$ cat config.mk
export PLATFORM = sky130hd
export DESIGN_NAME = shared_ram_arbiter
export DESIGN_NICKNAME = d
export VERILOG_FILES = /design/src/rtl/shared_ram_arbiter_pkg.sv /design/src/rtl/shared_ram_arbiter_cs_decode.sv /design/src/rtl/shared_ram_arbiter.sv
export SDC_FILE = /design/constraint.sdc
export NUM_CORES = 1
export LEC_CHECK = 0
export ABC_AREA = 1
export BUFFER_PORTS_ARGS = -buffer_cell sky130_fd_sc_hd__buf_2
export CORE_UTILIZATION = 50
export CTS_BUF_LIST = sky130_fd_sc_hd__clkbuf_4 sky130_fd_sc_hd__clkbuf_8 sky130_fd_sc_hd__clkbuf_16
export CTS_CLUSTER_DIAMETER = 50
export DETAILED_ROUTE_END_ITERATION = 10
export GPL_TIMING_DRIVEN = 1
export PLACE_DENSITY_LB_ADDON = 0.25
export SLEW_MARGIN = 20
export SYNTH_ARGS = -nofsm -noshare
export SYNTH_HDL_FRONTEND = slang
export SYNTH_SLANG_ARGS = --single-unit
$ cat constraint.sdc
create_clock -name clk -period 1.8 [get_ports clk]
set_input_delay 0.36 -clock clk [delete_from_list [all_inputs] [get_ports clk]]
set_output_delay 0.36 -clock clk [all_outputs]
set_load 0.03 [all_outputs]
$ cat src/rtl/shared_ram_arbiter_pkg.sv
// Shared types and limits for the System86 shared-RAM arbiter: FSM states,
// requester identifiers, counter width and legal parameter ranges.
package system86_arb_pkg;

  typedef enum logic [1:0] {
    ST_IDLE    = 2'd0,
    ST_SETUP   = 2'd1,
    ST_ACCESS  = 2'd2,
    ST_RELEASE = 2'd3
  } arb_state_t;

  typedef enum logic {
    REQ_A = 1'b0,
    REQ_B = 1'b1
  } req_id_t;

  localparam int CNT_W      = 4;
  localparam int SETUP_MIN  = 0;
  localparam int SETUP_MAX  = 3;
  localparam int ACCESS_MIN = 1;
  localparam int ACCESS_MAX = 15;

endpackage

$ cat src/rtl/shared_ram_arbiter_cs_decode.sv
// 2-line-to-4-line active-low chip-select decoder; all lines high when disabled.
module cs_decode_2to4 (
  input  logic       i_en,
  input  logic [1:0] i_sel,
  output logic [3:0] o_cs_n
);

  always_comb begin
    o_cs_n = 4'hF;
    if (i_en) o_cs_n[i_sel] = 1'b0;
  end

endmodule

$ cat src/rtl/shared_ram_arbiter.sv
// Round-robin two-requester arbiter and SETUP/ACCESS/RELEASE sequencer for the
// shared RAM bank. Optional nWAITa/nWAITb outputs: define SHARED_RAM_ARB_WAIT_EN.
module shared_ram_arbiter
  import system86_arb_pkg::*;
#(
  parameter int SETUP_CYCLES  = 1,
  parameter int ACCESS_CYCLES = 2
) (
  input  logic       clk,
  input  logic       nRESET,
  input  logic       nREQa,
  input  logic       nREQb,
  input  logic [1:0] Aa,
  input  logic [1:0] Ab,
  input  logic       nWEa,
  input  logic       nWEb,
  output logic       nGNTa,
  output logic       nGNTb,
  output logic [3:0] nCS,
  output logic       nWE,
  output logic       nACKa,
  output logic       nACKb
`ifdef SHARED_RAM_ARB_WAIT_EN
  ,
  output logic       nWAITa,
  output logic       nWAITb
`endif
);

  if (SETUP_CYCLES < SETUP_MIN || SETUP_CYCLES > SETUP_MAX) begin : g_bad_setup
    $error("shared_ram_arbiter: SETUP_CYCLES out of range 0..3");
  end
  if (ACCESS_CYCLES < ACCESS_MIN || ACCESS_CYCLES > ACCESS_MAX) begin : g_bad_access
    $error("shared_ram_arbiter: ACCESS_CYCLES out of range 1..15");
  end

  localparam logic [CNT_W-1:0] SETUP_LD  = CNT_W'((SETUP_CYCLES > 0) ? SETUP_CYCLES - 1 : 0);
  localparam logic [CNT_W-1:0] ACCESS_LD = CNT_W'(ACCESS_CYCLES - 1);

  arb_state_t       r_state, w_state_nxt;
  req_id_t          r_owner, w_grant_id;
  req_id_t          r_last;
  logic [CNT_W-1:0] r_cnt, w_cnt_nxt;
  logic [1:0]       r_addr;
  logic             r_we_n;
  logic             r_armed_a, r_armed_b;
  logic             w_pend_a, w_pend_b;
  logic             w_grant;
  logic             w_rel_a, w_rel_b;
  logic             w_cs_en;

  // An armed flag blocks re-service of a request that is still held after its ACK.
  assign w_pend_a = ~nREQa & r_armed_a;
  assign w_pend_b = ~nREQb & r_armed_b;

  always_comb begin
    w_state_nxt = r_state;
    w_cnt_nxt   = r_cnt;
    w_grant     = 1'b0;
    w_grant_id  = REQ_A;
    case (r_state)
      ST_IDLE: begin
        if (w_pend_a && w_pend_b) begin
          w_grant    = 1'b1;
          w_grant_id = (r_last == REQ_A) ? REQ_B : REQ_A;
        end else if (w_pend_a) begin
          w_grant    = 1'b1;
          w_grant_id = REQ_A;
        end else if (w_pend_b) begin
          w_grant    = 1'b1;
          w_grant_id = REQ_B;
        end
      end
      ST_SETUP: begin
        if (r_cnt == '0) begin
          w_state_nxt = ST_ACCESS;
          w_cnt_nxt   = ACCESS_LD;
        end else begin
          w_cnt_nxt = r_cnt - 1'b1;
        end
      end
      ST_ACCESS: begin
        if (r_cnt == '0) w_state_nxt = ST_RELEASE;
        else             w_cnt_nxt   = r_cnt - 1'b1;
      end
      ST_RELEASE: begin
        w_state_nxt = ST_IDLE;
        // Only the other requester may be handed the bus straight from RELEASE.
        if (r_owner == REQ_A && w_pend_b) begin
          w_grant    = 1'b1;
          w_grant_id = REQ_B;
        end else if (r_owner == REQ_B && w_pend_a) begin
          w_grant    = 1'b1;
          w_grant_id = REQ_A;
        end
      end
      default: w_state_nxt = ST_IDLE;
    endcase
    if (w_grant) begin
      if (SETUP_CYCLES == 0) begin
        w_state_nxt = ST_ACCESS;
        w_cnt_nxt   = ACCESS_LD;
      end else begin
        w_state_nxt = ST_SETUP;
        w_cnt_nxt   = SETUP_LD;
      end
    end
  end

  always_ff @(posedge clk or negedge nRESET) begin
    if (!nRESET) begin
      r_state   <= ST_IDLE;
      r_cnt     <= '0;
      r_owner   <= REQ_A;
      r_last    <= REQ_B;
      r_armed_a <= 1'b1;
      r_armed_b <= 1'b1;
    end else begin
      r_state <= w_state_nxt;
      r_cnt   <= w_cnt_nxt;
      if (w_grant) r_owner <= w_grant_id;
      if (r_state == ST_RELEASE) r_last <= r_owner;
      if (w_rel_a)    r_armed_a <= 1'b0;
      else if (nREQa) r_armed_a <= 1'b1;
      if (w_rel_b)    r_armed_b <= 1'b0;
      else if (nREQb) r_armed_b <= 1'b1;
    end
  end

  // Transaction attributes are captured at grant so later input changes are ignored.
  always_ff @(posedge clk) begin
    if (w_grant) begin
      r_addr <= (w_grant_id == REQ_A) ? Aa   : Ab;
      r_we_n <= (w_grant_id == REQ_A) ? nWEa : nWEb;
    end
  end

  assign w_rel_a = (r_state == ST_RELEASE) && (r_owner == REQ_A);
  assign w_rel_b = (r_state == ST_RELEASE) && (r_owner == REQ_B);
  assign w_cs_en = (r_state == ST_ACCESS);

  cs_decode_2to4 u_cs_decode (
    .i_en   (w_cs_en),
    .i_sel  (r_addr),
    .o_cs_n (nCS)
  );

  assign nGNTa = ~((r_state != ST_IDLE) && (r_owner == REQ_A));
  assign nGNTb = ~((r_state != ST_IDLE) && (r_owner == REQ_B));
  assign nWE   = ~(w_cs_en & ~r_we_n);
  assign nACKa = ~w_rel_a;
  assign nACKb = ~w_rel_b;

`ifdef SHARED_RAM_ARB_WAIT_EN
  assign nWAITa = nREQa | w_rel_a;
  assign nWAITb = nREQb | w_rel_b;
`endif

endmodule
# ---- Yosys cells after proc, flatten, opt, wreduce, memory -nomap -nowiden
# Index checks and enable logic that the tools add are counted.
dict set report totals {
  inputBits 10
  ff_bits 13
}
dict set report classes {
  n_addsub 1
  bitwise 13
  n_reduce_logical 17
  mux 28
  order_cmp 2
  eq_ne 6
}
# cell n
set ops {}
lappend ops {{$mux W4} 4}
lappend ops {{$mux W1} 15}
lappend ops {{$not A1 Y1} 9}
lappend ops {{$logic_and A1 B1 Y1} 8}
lappend ops {{$mux W2} 4}
lappend ops {{$pmux W4 S2} 1}
lappend ops {{$ne A3 B3 Y1 const B} 2}
lappend ops {{$pmux W2 S3} 1}
lappend ops {{$reduce_bool A2 Y1} 3}
lappend ops {{$eq A2 B2 Y1 const B} 2}
lappend ops {{$logic_not A4 Y1} 1}
lappend ops {{$not A4 Y4} 1}
lappend ops {{$pmux W1 S2} 2}
lappend ops {{$reduce_bool A4 Y1} 1}
lappend ops {{$sub A4 B1 Y4 const B} 1}
lappend ops {{$and A1 B1 Y1} 3}
lappend ops {{$lt A2 B3 Y1 const B} 1}
lappend ops {{$ne A3 B2 Y1 const B} 1}
lappend ops {{$reduce_and A3 Y1} 1}
lappend ops {{$reduce_bool A3 Y1} 1}
lappend ops {{$demux W1 S2} 1}
lappend ops {{$eq A2 B1 Y1 const B} 1}
lappend ops {{$ge A2 B1 Y1 const B} 1}
lappend ops {{$logic_not A2 Y1} 1}
lappend ops {{$reduce_and A2 Y1} 1}

# ---- Longest topological paths before layout
# Gate-level depths: netlist of run 1.
dict set report depth {
  depth_word 8
  mapped_depth 9
}

# ---- Cells and area by module
# A second synthesis of run 1 with hierarchy kept.
dict set report hier_totals {
  hier_cells 106
  hier_area_um2 918.4
}
# mod area_per_inst_um2 cells_per_inst seq_area_each_um2 n_inst
set by_module_without_submodules {}
lappend by_module_without_submodules {shared_ram_arbiter 888.4 99 344.1 1}
lappend by_module_without_submodules {cs_decode_2to4 30.0 7 0.0 1}

# ---- Worst setup path after synthesis of run 1
# OpenSTA, ideal clock, no wires.
dict set report synth_timing {
  path_kind {register to register}
  from {register r_state[1]}
  to {register r_addr[0], enable pin}
  n_path_buf 0
  slack_ps 255
  required_ps 1501
  path_stages_with_launch 8
  setup_time_ps 299
  arrival_ps 1246
  path_cell_list {dfrtp_1 > ha_1 > nand2_1 > nand2_1 > nand2_1 > nand2_1 > nand2_4 > inv_1}
}
dict set report synth_via {
  elab_chain_cells 2
  elab_cells_between_ends 3
  classes_between {1 x eq/ne; 1 x mux; 1 x reduce/logical}
}
# element line
set synth_lines {}
lappend synth_lines {{start: declaration} shared_ram_arbiter.sv:40} ;# arb_state_t r_state, w_state_nxt;
lappend synth_lines {{start signal: assignment} shared_ram_arbiter.sv:119} ;# r_state <= w_state_nxt;
lappend synth_lines {{$eq A2 B2 Y1 / $logic_not A2 Y1 (equally long branches)} shared_ram_arbiter.sv:61} ;# case (r_state)
lappend synth_lines {{$pmux W1 S2 (*)} shared_ram_arbiter.sv:61}
lappend synth_lines {{named net w_grant} shared_ram_arbiter.sv:48} ;# logic w_grant;
lappend synth_lines {{end signal: assignment} shared_ram_arbiter.sv:133} ;# r_addr <= (w_grant_id == REQ_A) ? Aa : Ab;
lappend synth_lines {{end: declaration} shared_ram_arbiter.sv:44} ;# logic [1:0] r_addr;
# Mark *: on every way through the listed nets, which the timed path passes. The rest lies on a longest branch.
# A chain may end at the register's enable or synchronous reset.

# ---- Worst setup path after layout of run 1
dict set report layout_timing {
  from {register r_state[0]}
  to {output port nWE}
}
dict set report layout_via {
  elab_chain_cells 3
}
# element line
set layout_lines {}
lappend layout_lines {{$eq A2 B2 Y1} shared_ram_arbiter.sv:140} ;# assign w_cs_en = (r_state == ST_ACCESS);
lappend layout_lines {{$and A1 B1 Y1} shared_ram_arbiter.sv:150} ;# assign nWE = ~(w_cs_en & ~r_we_n);
lappend layout_lines {{$not A1 Y1} shared_ram_arbiter.sv:150}
lappend layout_lines {{end: declaration} shared_ram_arbiter.sv:20} ;# output logic nWE,
# No other way between the ends.

==> load_flow_metrics.sql, run 1 <==
INSERT INTO impl_metrics (metric_group, metric, value, unit) VALUES
('die', 'core_region_area', '1541', 'sq um'),
('cells_and_area', 'area.growth.synth_to_final', '23.26', '%'),
('clock_tree', 'ctsLongestPathBuffers', '2', ''),
('logic_synthesis', 'ys_seq_area_share', '40.74', '%'),
('pwr', 'power.share.combinational', '63.8', '%'),
('logic_synthesis', 'dominantRegCellSynth', 'dfrtp_1', ''),
('sta', 'timing_worst_slew_pin_value', '227.0', 'ps'),
('placement', 'detailed_place_hpwl', '1239', 'um'),
('logic_synthesis', 'postSynthCellCount', '111', ''),
('logic_synthesis', 'synth.largest_area_cell', 'dfrtp_1', ''),
('logic_synthesis', 'synth.top_cells.by_area', 'dfrtp_1, nand2_1, edfxtp_1', ''),
('hold_path', 'number_of_cells_on_the_worst_hold_path', '2', ''),
('setup_path', 'worstSetupStartpointType', 'flip-flop', ''),
('hold_path', 'hold_path_end', 'r_armed_b', ''),
('clock_tree', 'clock_tree_from_tritoncts', 'yes', ''),
('logic_synthesis', 'synth-async-reset-ratio', '76.92', '%'),
('logic_synthesis', 'ys_ff_latch', '13', ''),
('cells_and_area', 'register_area', '345.3', 'sq um'),
('route', 'route.detailed.wl_per_inst', '10.45', 'um'),
('logic_synthesis', 'post_synth_fa_ha_maj_area_fraction', '10.37', '%'),
('pwr', 'irDropWorstVdd', '1.279', 'mV'),
('clock_tree', 'h-tree-depth', '1', ''),
('global_routing', 'wire_length_of_the_first_global_routing_pass', '2711', 'um'),
('global_routing', 'grt_pass1_vias', '650', ''),
('run_status', 'run_status', 'finished, final reports clean', ''),
('route', 'final_antenna_net_count', '0', ''),
('setup_path', 'regToRegEndpoint', 'r_addr[0]', ''),
('setup_path', 'worst_ep_arrival_time', '1410', 'ps'),
('logic_synthesis', 'compound_gate_portion_of_the_synthesized_area', '2.667', '%'),
('logic_synthesis', 'postSynthNetCount', '128', ''),
('sta', 'timing.final.max_slew_violations', '0', ''),
('setup_path', 'path_cells', 'inv_2 -> ha_4 -> inv_1 -> or2_2 -> buf_2', ''),
('setup_path', 'timing.rr.start', 'r_state[0]', ''),
('logic_synthesis', 'synthXorXnorAreaFrac', '0', '%'),
('pwr', 'power.total', '2161', 'uW'),
('logic_synthesis', 'largest_family_of_logic_cells_by_synthesized_area', 'simple AND/OR/NAND/NOR gates', ''),
('sta', 'slew_headroom', '84.87', '%'),
('clock_tree', 'clkLatencyLatePin', '270', 'ps'),
('die', 'die-width', '43.10', 'um'),
('placement', 'gp_routability_congestion', '0.8295', ''),
('placement', 'placed_area', '954.7', 'sq um'),
('hold_path', 'min-delay-start', 'nREQb', ''),
('pwr', 'power.clock.fraction', '8.8', '%'),
('cells_and_area', 'postLayoutCellArea', '1041', 'sq um'),
('cells_and_area', 'fillers', '136', ''),
('die', 'die_h', '43.10', 'um'),
('route', 'drc', '0', ''),
('sta', 'timing.clock.skew', '8.806', 'ps'),
('global_routing', 'grtUsageMet1', '26.37', '%'),
('sta', 'timing.final.setup_violations', '0', ''),
('die', 'rows', '14', ''),
('sta', 'clock.fmax', '564.7', 'MHz'),
('setup_path', 'cp_max_fo', '3', ''),
('route', 'vias', '749', ''),
('sta', 'finalCriticalPeriod', '1771', 'ps'),
('logic_synthesis', 'yosys_warnings', '0', ''),
('setup_path', 'critical-path-max-stage-delay', '420', 'ps'),
('placement', 'port_buffers', '18', ''),
('setup_path', 'critical-path-slowest-cell', 'dfrtp_1', ''),
('global_routing', 'track_usage', '19.93', '%'),
('global_routing', 'grt_antenna_before_repair', '0', ''),
('logic_synthesis', 'yosys.cell_count.top_type', 'nand2_1', ''),
('flow_run', 'maxCapViolCount', '0', ''),
('pwr', 'switching_share', '49.66', '%'),
('global_routing', 'groute.layer.met2.usage', '32.24', '%'),
('pwr', 'net_switching_component_of_the_power', '1073', 'uW'),
('route', 'postRouteWirelength', '1599', 'um'),
('setup_path', 'timing.critical_path.required', '1440', 'ps'),
('cells_and_area', 'insertedDiodeCount', '0', ''),
('global_routing', 'grt.busiest_layer', 'met2', ''),
('global_routing', 'grt_overflow_total', '0', '');
power groups by stage:
stage / clock, uW / sequential [uW] / combinational (uW)
final: 190 / 592 / 1380
after global placement: 0 / 577 / 1240
after global routing: 213 / 614 / 1540
after CTS: 194 / 583 / 1350
after detailed placement: 0 / 587 / 1290
after floorplan: 0 / 561 / 1030
registers in the layout (all words and copies together) (netlist names):
name	count
r_addr	2
r_armed_b	1
r_cnt	4
r_owner	1
r_armed_a	1
r_state	2
r_we_n	1
r_last	1
timing repair:
item	in CTS	in global routing
resized for setup	3	5
hold buffers	1	0
buffers inserted	2	1
endpoints found under the hold margin	7	0
setup endpoints to repair	1	5
layout by cell type (no fill, tap or decap), drive strengths merged:
| cell | count |
|---|---|
| nand2 | 37 |
| buf | 19 |
| inv | 18 |
| nor2 | 13 |
| nand3 | 12 |
| dfrtp | 7 |
| ha | 7 |
| clkbuf | 6 |
| nand4 | 3 |
| edfxtp | 3 |
| dfstp | 3 |
| or2 | 3 |
| a21oi | 2 |
| o21ai | 1 |
| nand3b | 1 |
| o21a | 1 |
| dlygate4sd3 | 1 |
per-stage QoR:
step                setup slack [ps]  hold slack, ps  utilization [%]  cells  setup TNS, ps
floorplan                      255.0           64.41                -    111              0
global placement               190.2           231.5            61.93    145              0
detailed placement             144.1           233.3            61.93    145              0
CTS                            11.91           314.2            66.31    152              0
global route                  -25.35           321.4            67.53    153         -25.35
finish                         29.00           315.2            67.53    153              0
routing by layer:
metal | routed length (um) | up-vias
li1 | - | 397
met1 | 787 | 329
met2 | 737 | 19
met3 | 48 | 4
met4 | 25 | 0
met5 | 0 | -
worst max-delay path by stage:
stage	endpoint	slack [ps]	from	depth (start not counted)
2_1_floorplan	r_addr[0]	250	r_state[1]	7
3_3_place_gp	nWE	190	r_state[0]	5
3_5_place_dp	nWE	140	r_state[0]	5
4_1_cts	nWE	10	r_state[0]	5
5_1_grt	nWE	-30	r_state[0]	5
6_report	nWE	30	r_state[0]	5
critical path, delay by kind of cell, from the launching register on:
kind | cells | cell delay (ps)
DFF | 1 | 420
buffers and inverters | 3 | 320
and+or+nand+nor | 1 | 250
adders and majority gates | 1 | 140
cell families after synthesis:
| group | Yosys count |
|---|---|
| flip-flops | 13 |
| buffers and inverters | 18 |
| adder cells (fa/ha/maj) | 7 |
| AND/OR/NAND/NOR | 69 |
| AO/OA/AOI/OAI | 4 |
final cells by class:
cell class                 count  share of cell area, %
inverter                      18                  6.490
clock buffer                   4                  2.885
timing repair buffer          22                  12.26
tap                           16                  1.923
sequential                    13                  33.17
multi-input combinational     80                  43.27
Power figures use the tool's default switching activity.
==> inputs of run 2 (changes only) <==
--- a/config.mk
+++ b/config.mk
@@ -7,7 +7,7 @@
 export LEC_CHECK = 0
 export ABC_AREA = 1
 export BUFFER_PORTS_ARGS = -buffer_cell sky130_fd_sc_hd__buf_2
-export CORE_UTILIZATION = 50
+export CORE_UTILIZATION = 52
 export CTS_BUF_LIST = sky130_fd_sc_hd__clkbuf_4 sky130_fd_sc_hd__clkbuf_8 sky130_fd_sc_hd__clkbuf_16
 export CTS_CLUSTER_DIAMETER = 50
 export DETAILED_ROUTE_END_ITERATION = 10
==> run 2 against run 1 <==
Against the previous run:
- global-route usage increased by 0.71 points
- largest power group unchanged
- utilization is 1.6 points higher
- largest cell class unchanged
- clock skew shrank 2.8 ps
- clock power is 2% lower
==> load_flow_metrics.sql, run 2 (synthesis gave the netlist of run 1 again) <==
INSERT INTO impl_metrics (metric_group, metric, value, unit) VALUES
('run_status', 'run_status', 'finished, final reports clean', ''),
('placement', 'detailed_place_hpwl', '1197', 'um'),
('die', 'floorplan.die_area', '1789', 'sq um'),
('global_routing', 'wire_length_of_the_first_global_routing_pass', '2787', 'um'),
('cells_and_area', 'most_frequent_cells_in_the_layout', 'nand2_1, buf_2, inv_1', ''),
('die', 'core_region_area', '1506', 'sq um'),
('setup_path', 'worst_ep_arrival_time', '1430', 'ps'),
('die', 'rows', '14', ''),
('hold_path', 'min-delay-path-class', 'in -> reg', ''),
('route', 'drt_pre_antenna_iters', '5', ''),
('cells_and_area', 'insertedDiodeCount', '0', ''),
('setup_path', 'critical-path-slowest-cell', 'dfrtp_1', ''),
('setup_path', 'critical_path.endpoint_type', 'output pin', ''),
('setup_path', 'worstSetupStartpointType', 'flip-flop', ''),
('route', 'route.detailed.wl_per_inst', '10.55', 'um'),
('setup_path', 'path_cells', 'inv_2 -> ha_4 -> inv_1 -> or2_2 -> buf_4', ''),
('clock_tree', 'clkLatencyLatePin', '260', 'ps'),
('setup_path', 'critical-path-max-stage-delay', '410', 'ps'),
('cells_and_area', 'share_of_cells_above_drive_strength_1', '29.71', '%'),
('sta', 'clock.fmax', '560.0', 'MHz'),
('sta', 'slew_headroom', '84.23', '%'),
('pwr', 'pwr_density_cell', '2080', 'nW/um^2'),
('pwr', 'leakagePower', '0.0006025', 'uW'),
('global_routing', 'grt_pass1_vias', '659', ''),
('pwr', 'power.total', '2166', 'uW'),
('global_routing', 'grt_antenna_before_repair', '0', ''),
('clock_tree', 'numCtsBuffers', '3', ''),
('die', 'die-width', '42.30', 'um'),
('cells_and_area', 'nets', '156', ''),
('route', 'postRouteWirelength', '1625', 'um'),
('cells_and_area', 'most_common_library_cell_in_the_layout_ignoring_fill_and_taps', 'nand2_1', ''),
('clock_tree', 'ctsLongestPathBuffers', '2', ''),
('placement', 'place_ws', '134.2', 'ps'),
('die', 'effective_utilization_at_floorplan', '56.06', '%'),
('global_routing', 'grt_overflow_total', '0', ''),
('sta', 'hold_violations', '0', ''),
('clock_tree', 'clockRootBuffer', 'clkbuf_4', ''),
('sta', 'timing_worst_slew_pin_value', '236.0', 'ps'),
('global_routing', 'grt_max_degree', '11', ''),
('sta', 'finalCriticalPeriod', '1786', 'ps'),
('global_routing', 'track_usage', '20.64', '%'),
('placement', 'port_buffers', '18', ''),
('sta', 'timing.final.max_slew_violations', '0', ''),
('clock_tree', 'h-tree-depth', '1', ''),
('clock_tree', 'numClockSinks', '13', ''),
('route', 'routed_vias_inst', '4.994', ''),
('pwr', 'irDropWorstVdd', '1.237', 'mV'),
('flow_run', 'maxCapViolCount', '0', ''),
('setup_path', 'cp_max_fo', '6', ''),
('sta', 'post-route-period-util', '99.20', '%'),
('route', 'vias', '769', ''),
('cells_and_area', 'largest_register', 'r_cnt', ''),
('die', 'pin_count', '19', ''),
('sta', 'timing.final.setup_violations', '0', ''),
('clock_tree', 'clkTransAtPathRegs', '80', 'ps'),
('route', 'drc', '0', ''),
('sta', 'worst_hold_slack', '321.7', 'ps'),
('sta', 'fin_ws', '14.42', 'ps'),
('cells_and_area', 'area.growth.synth_to_final', '23.26', '%'),
('setup_path', 'timing.critical_path.required', '1440', 'ps'),
('route', 'final_antenna_net_count', '0', ''),
('sta', 'timing.clock.skew', '6.021', 'ps'),
('cells_and_area', 'largest_reg_flops', '4', ''),
('cells_and_area', 'largestRegisters', 'r_cnt (4), r_addr (2), r_state (2)', ''),
('placement', 'gp_routability_congestion', '0.8614', ''),
('setup_path', 'critPathKind', 'reg -> out', ''),
('clock_tree', 'clock_tree_from_tritoncts', 'yes', ''),
('route', 'drt_first_iter_violations', '29', ''),
('die', 'die_h', '42.30', 'um');
## run 2: report_power, final
part | leakage [uW] | switching [uW] | internal (uW)
Sequential | 0.000141 | 106 | 481
Clock | 0.0000184 | 85.0 | 101
Combinational | 0.000443 | 884 | 509
Total | 0.000603 | 1070 | 1090
## run 2: worst paths after layout
kind | start | to | slack (ps) | cells after the start
setup / recovery | r_state[0] | nWE | 10 | 5
hold / removal | nREQb | r_armed_b | 320 | 2
setup reg to reg | r_state[0] | r_addr[0] | 120 | 7
hold reg to reg | r_last | r_last | 490 | 2
max in group asynchronous | nRESET | r_armed_a | 1060 | 2
min in group asynchronous | nRESET | r_owner | 480 | 2
## run 2: final cells by class
type,count,area (sq um)
fillers,140,465.4
inverters,18,67.56
flip-flops and latches,13,345.3
multi-input cells,80,445.4
repair buffers,23,132.6
clock buffers,4,30.03
well taps,16,20.02
## run 2: what timing repair did
item,in CTS,in global routing
setup endpoints to repair,1,3
gates cloned,0,0
hold buffers,1,0
resized for setup,3,4
buffers inserted,1,3
hold endpoints to repair,7,0
## run 2: per-stage QoR
stage	cells	instance area [sq um]	util (%)	setup TNS (ps)
floorplan	111	844.6	-	0
global placement	145	954.7	63.37	0
detailed placement	145	954.7	63.37	0
CTS	151	1015	67.36	0
global route	154	1041	69.10	-65.42
finish	154	1041	69.10	0
## run 2: worst max-delay path: cells and delay by family, from the launching register on
kind                       cells  cell delay, ps
and+or+nand+nor                1             260
buffers and inverters          3             330
adders and majority gates      1             170
DFF                            1             410
## run 2: layer usage
metal / GRT usage [%] / up-vias / wire length (um)
met5: 0 / - / 0
met4: 7.500 / 0 / 17
met3: 2.586 / 2 / 65
met2: 31.38 / 17 / 771
met1: 30.31 / 352 / 771
li1: - / 398 / -
==> inputs of run 3 (changes only) <==
--- a/config.mk
+++ b/config.mk
@@ -13,6 +13,7 @@
 export DETAILED_ROUTE_END_ITERATION = 10
 export GPL_TIMING_DRIVEN = 1
 export PLACE_DENSITY_LB_ADDON = 0.25
+export RECOVER_POWER = 100
 export SLEW_MARGIN = 20
 export SYNTH_ARGS = -nofsm -noshare
 export SYNTH_HDL_FRONTEND = slang
==> run 3 against run 2 <==
Against the previous run:
- first-iteration DRC count unchanged
- sequential share of layout area about the same
- via count is the same
- register-to-register slack is essentially flat
- sequential cell count is the same
- utilization fell by 0.083 points
- largest cell class unchanged
- sequential power barely moved
- design area down 0.12%
- clock skew is the same
- total power barely moved
==> load_flow_metrics.sql, run 3 (synthesis gave the netlist of run 1 again) <==
INSERT INTO impl_metrics (metric_group, metric, value, unit) VALUES
('clock_tree', 'clockRootBuffer', 'clkbuf_4', ''),
('sta', 'clock.fmax', '560.0', 'MHz'),
('cells_and_area', 'nets', '156', ''),
('setup_path', 'critPathKind', 'reg -> out', ''),
('clock_tree', 'clkTransAtPathRegs', '80', 'ps'),
('sta', 'post-route-period-util', '99.20', '%'),
('cells_and_area', 'most_frequent_cells_in_the_layout', 'nand2_1, inv_1, buf_2', ''),
('sta', 'timing_worst_slew_pin_value', '551.1', 'ps'),
('setup_path', 'timing.critical_path.required', '1440', 'ps'),
('placement', 'gp_routability_congestion', '0.8614', ''),
('global_routing', 'grt_antenna_before_repair', '0', ''),
('sta', 'hold_violations', '0', ''),
('sta', 'finalCriticalPeriod', '1786', 'ps'),
('clock_tree', 'clock_tree_from_tritoncts', 'yes', ''),
('setup_path', 'critical_path.endpoint_type', 'output pin', ''),
('clock_tree', 'h-tree-depth', '1', ''),
('sta', 'timing.clock.skew', '6.021', 'ps'),
('route', 'final_antenna_net_count', '0', ''),
('placement', 'placed_cells', '145', ''),
('setup_path', 'path_cells', 'inv_2 -> ha_4 -> inv_1 -> or2_2 -> buf_4', ''),
('pwr', 'irDropWorstVdd', '1.237', 'mV'),
('sta', 'timing.final.setup_violations', '0', ''),
('cells_and_area', 'largest_reg_flops', '4', ''),
('setup_path', 'worst_ep_arrival_time', '1430', 'ps'),
('flow_run', 'maxCapViolCount', '0', ''),
('clock_tree', 'clkLatencyLatePin', '260', 'ps'),
('placement', 'placed_area', '954.7', 'sq um'),
('run_status', 'run_status', 'finished, final reports clean', ''),
('cells_and_area', 'postLayoutCellArea', '1040', 'sq um'),
('setup_path', 'cp_max_fo', '6', ''),
('route', 'vias', '769', ''),
('placement', 'detailed_place_hpwl', '1197', 'um'),
('route', 'routed_vias_inst', '4.994', ''),
('sta', 'fin_ws', '14.42', 'ps'),
('placement', 'port_buffers', '18', ''),
('cells_and_area', 'fin_cells', '154', ''),
('global_routing', 'grt_max_degree', '11', ''),
('global_routing', 'grt_pass1_vias', '659', ''),
('placement', 'place_ws', '134.2', 'ps'),
('setup_path', 'worstSetupStartpointType', 'flip-flop', ''),
('die', 'die-width', '42.30', 'um'),
('cells_and_area', 'largest_register', 'r_cnt', ''),
('die', 'rows', '14', ''),
('die', 'die_h', '42.30', 'um'),
('cells_and_area', 'insertedDiodeCount', '0', ''),
('sta', 'slew_headroom', '63.26', '%'),
('cells_and_area', 'fillers', '140', ''),
('route', 'route.detailed.wl_per_inst', '10.55', 'um'),
('hold_path', 'min-delay-path-class', 'in -> reg', ''),
('setup_path', 'critical-path-max-stage-delay', '410', 'ps'),
('sta', 'timing.final.max_slew_violations', '0', ''),
('cells_and_area', 'largestRegisters', 'r_cnt (4), r_addr (2), r_state (2)', ''),
('clock_tree', 'numCtsBuffers', '3', ''),
('setup_path', 'critical-path-slowest-cell', 'dfrtp_1', ''),
('clock_tree', 'ctsLongestPathBuffers', '2', ''),
('route', 'drt_pre_antenna_iters', '5', ''),
('die', 'core_region_area', '1506', 'sq um'),
('route', 'drc', '0', ''),
('pwr', 'leakagePower', '0.0005998', 'uW'),
('cells_and_area', 'share_of_cells_above_drive_strength_1', '28.99', '%'),
('clock_tree', 'numClockSinks', '13', ''),
('pwr', 'pwr_density_cell', '2083', 'nW/um^2'),
('route', 'drt_first_iter_violations', '29', ''),
('die', 'floorplan.die_area', '1789', 'sq um'),
('route', 'postRouteWirelength', '1625', 'um'),
('cells_and_area', 'most_common_library_cell_in_the_layout_ignoring_fill_and_taps', 'nand2_1', ''),
('cells_and_area', 'area.growth.synth_to_final', '23.11', '%'),
('global_routing', 'grt_overflow_total', '0', ''),
('pwr', 'power.total', '2165', 'uW'),
('die', 'effective_utilization_at_floorplan', '56.06', '%'),
('sta', 'worst_hold_slack', '321.7', 'ps'),
('global_routing', 'wire_length_of_the_first_global_routing_pass', '2787', 'um'),
('global_routing', 'track_usage', '20.64', '%'),
('die', 'pin_count', '19', '');
## run 3: cell types whose count changed in the layout (fill, tap and decap cells not counted)
cell / previous run / this run
buf_2: 17 / 16
clkbuf_1: 0 / 1
## run 3: repair_timing
action,in CTS,in global routing
endpoints found under the setup margin,1,3
resized for setup,3,4
hold endpoints to repair,7,0
buffers inserted,1,3
hold buffers,1,0
cloned,0,0
## run 3: worst max-delay path: cells and delay by family (launching register included)
kind	cells	cell delay, ps
adder cells (fa/ha/maj)	1	170
AND/OR/NAND/NOR	1	260
flip-flops	1	410
buffers and inverters	3	330
## run 3: cell type report
class | instances | area [sq um] | area share (%)
Multi-Input combinational cell | 80 | 445.4 | 42.84
Sequential cell | 13 | 345.3 | 33.21
Timing Repair Buffer | 23 | 131.4 | 12.64
Inverter | 18 | 67.56 | 6.498
Clock buffer | 4 | 30.03 | 2.888
Tap cell | 16 | 20.02 | 1.925
## run 3: through the flow
| step | TNS, ps | utilization (%) |
|---|---|---|
| floorplan | 0 | - |
| global placement | 0 | 63.37 |
| detailed placement | 0 | 63.37 |
| CTS | 0 | 67.36 |
| global route | -65.42 | 69.02 |
| finish | 0 | 69.02 |
## run 3: worst paths after layout
kind                                 start    endpoint  slack (ps)  cells after the start
worst max-delay path            r_state[0]         nWE          10                      5
worst min-delay path                 nREQb   r_armed_b         320                      2
worst max register to register  r_state[0]   r_addr[0]         120                      7
worst min register to register      r_last      r_last         490                      2
max in group asynchronous           nRESET  r_state[1]         820                      2
min in group asynchronous           nRESET     r_owner         590                      2
## run 3: power breakdown
group / leakage, uW / internal [uW] / switching [uW] / total, uW
sequential: 0.000141 / 481 / 106 / 587
combinational: 0.000440 / 509 / 884 / 1390
clock: 0.0000184 / 101 / 85.0 / 186
## run 3: per-layer routing
metal  up-vias  part of all wire (%)  global-route usage (%)
li1        398                     -                       -
met1       352                    47                   30.31
met2        17                    47                   31.38
met3         2                   4.0                   2.586
met4         0                   1.0                   7.500
met5         -                     0                       0
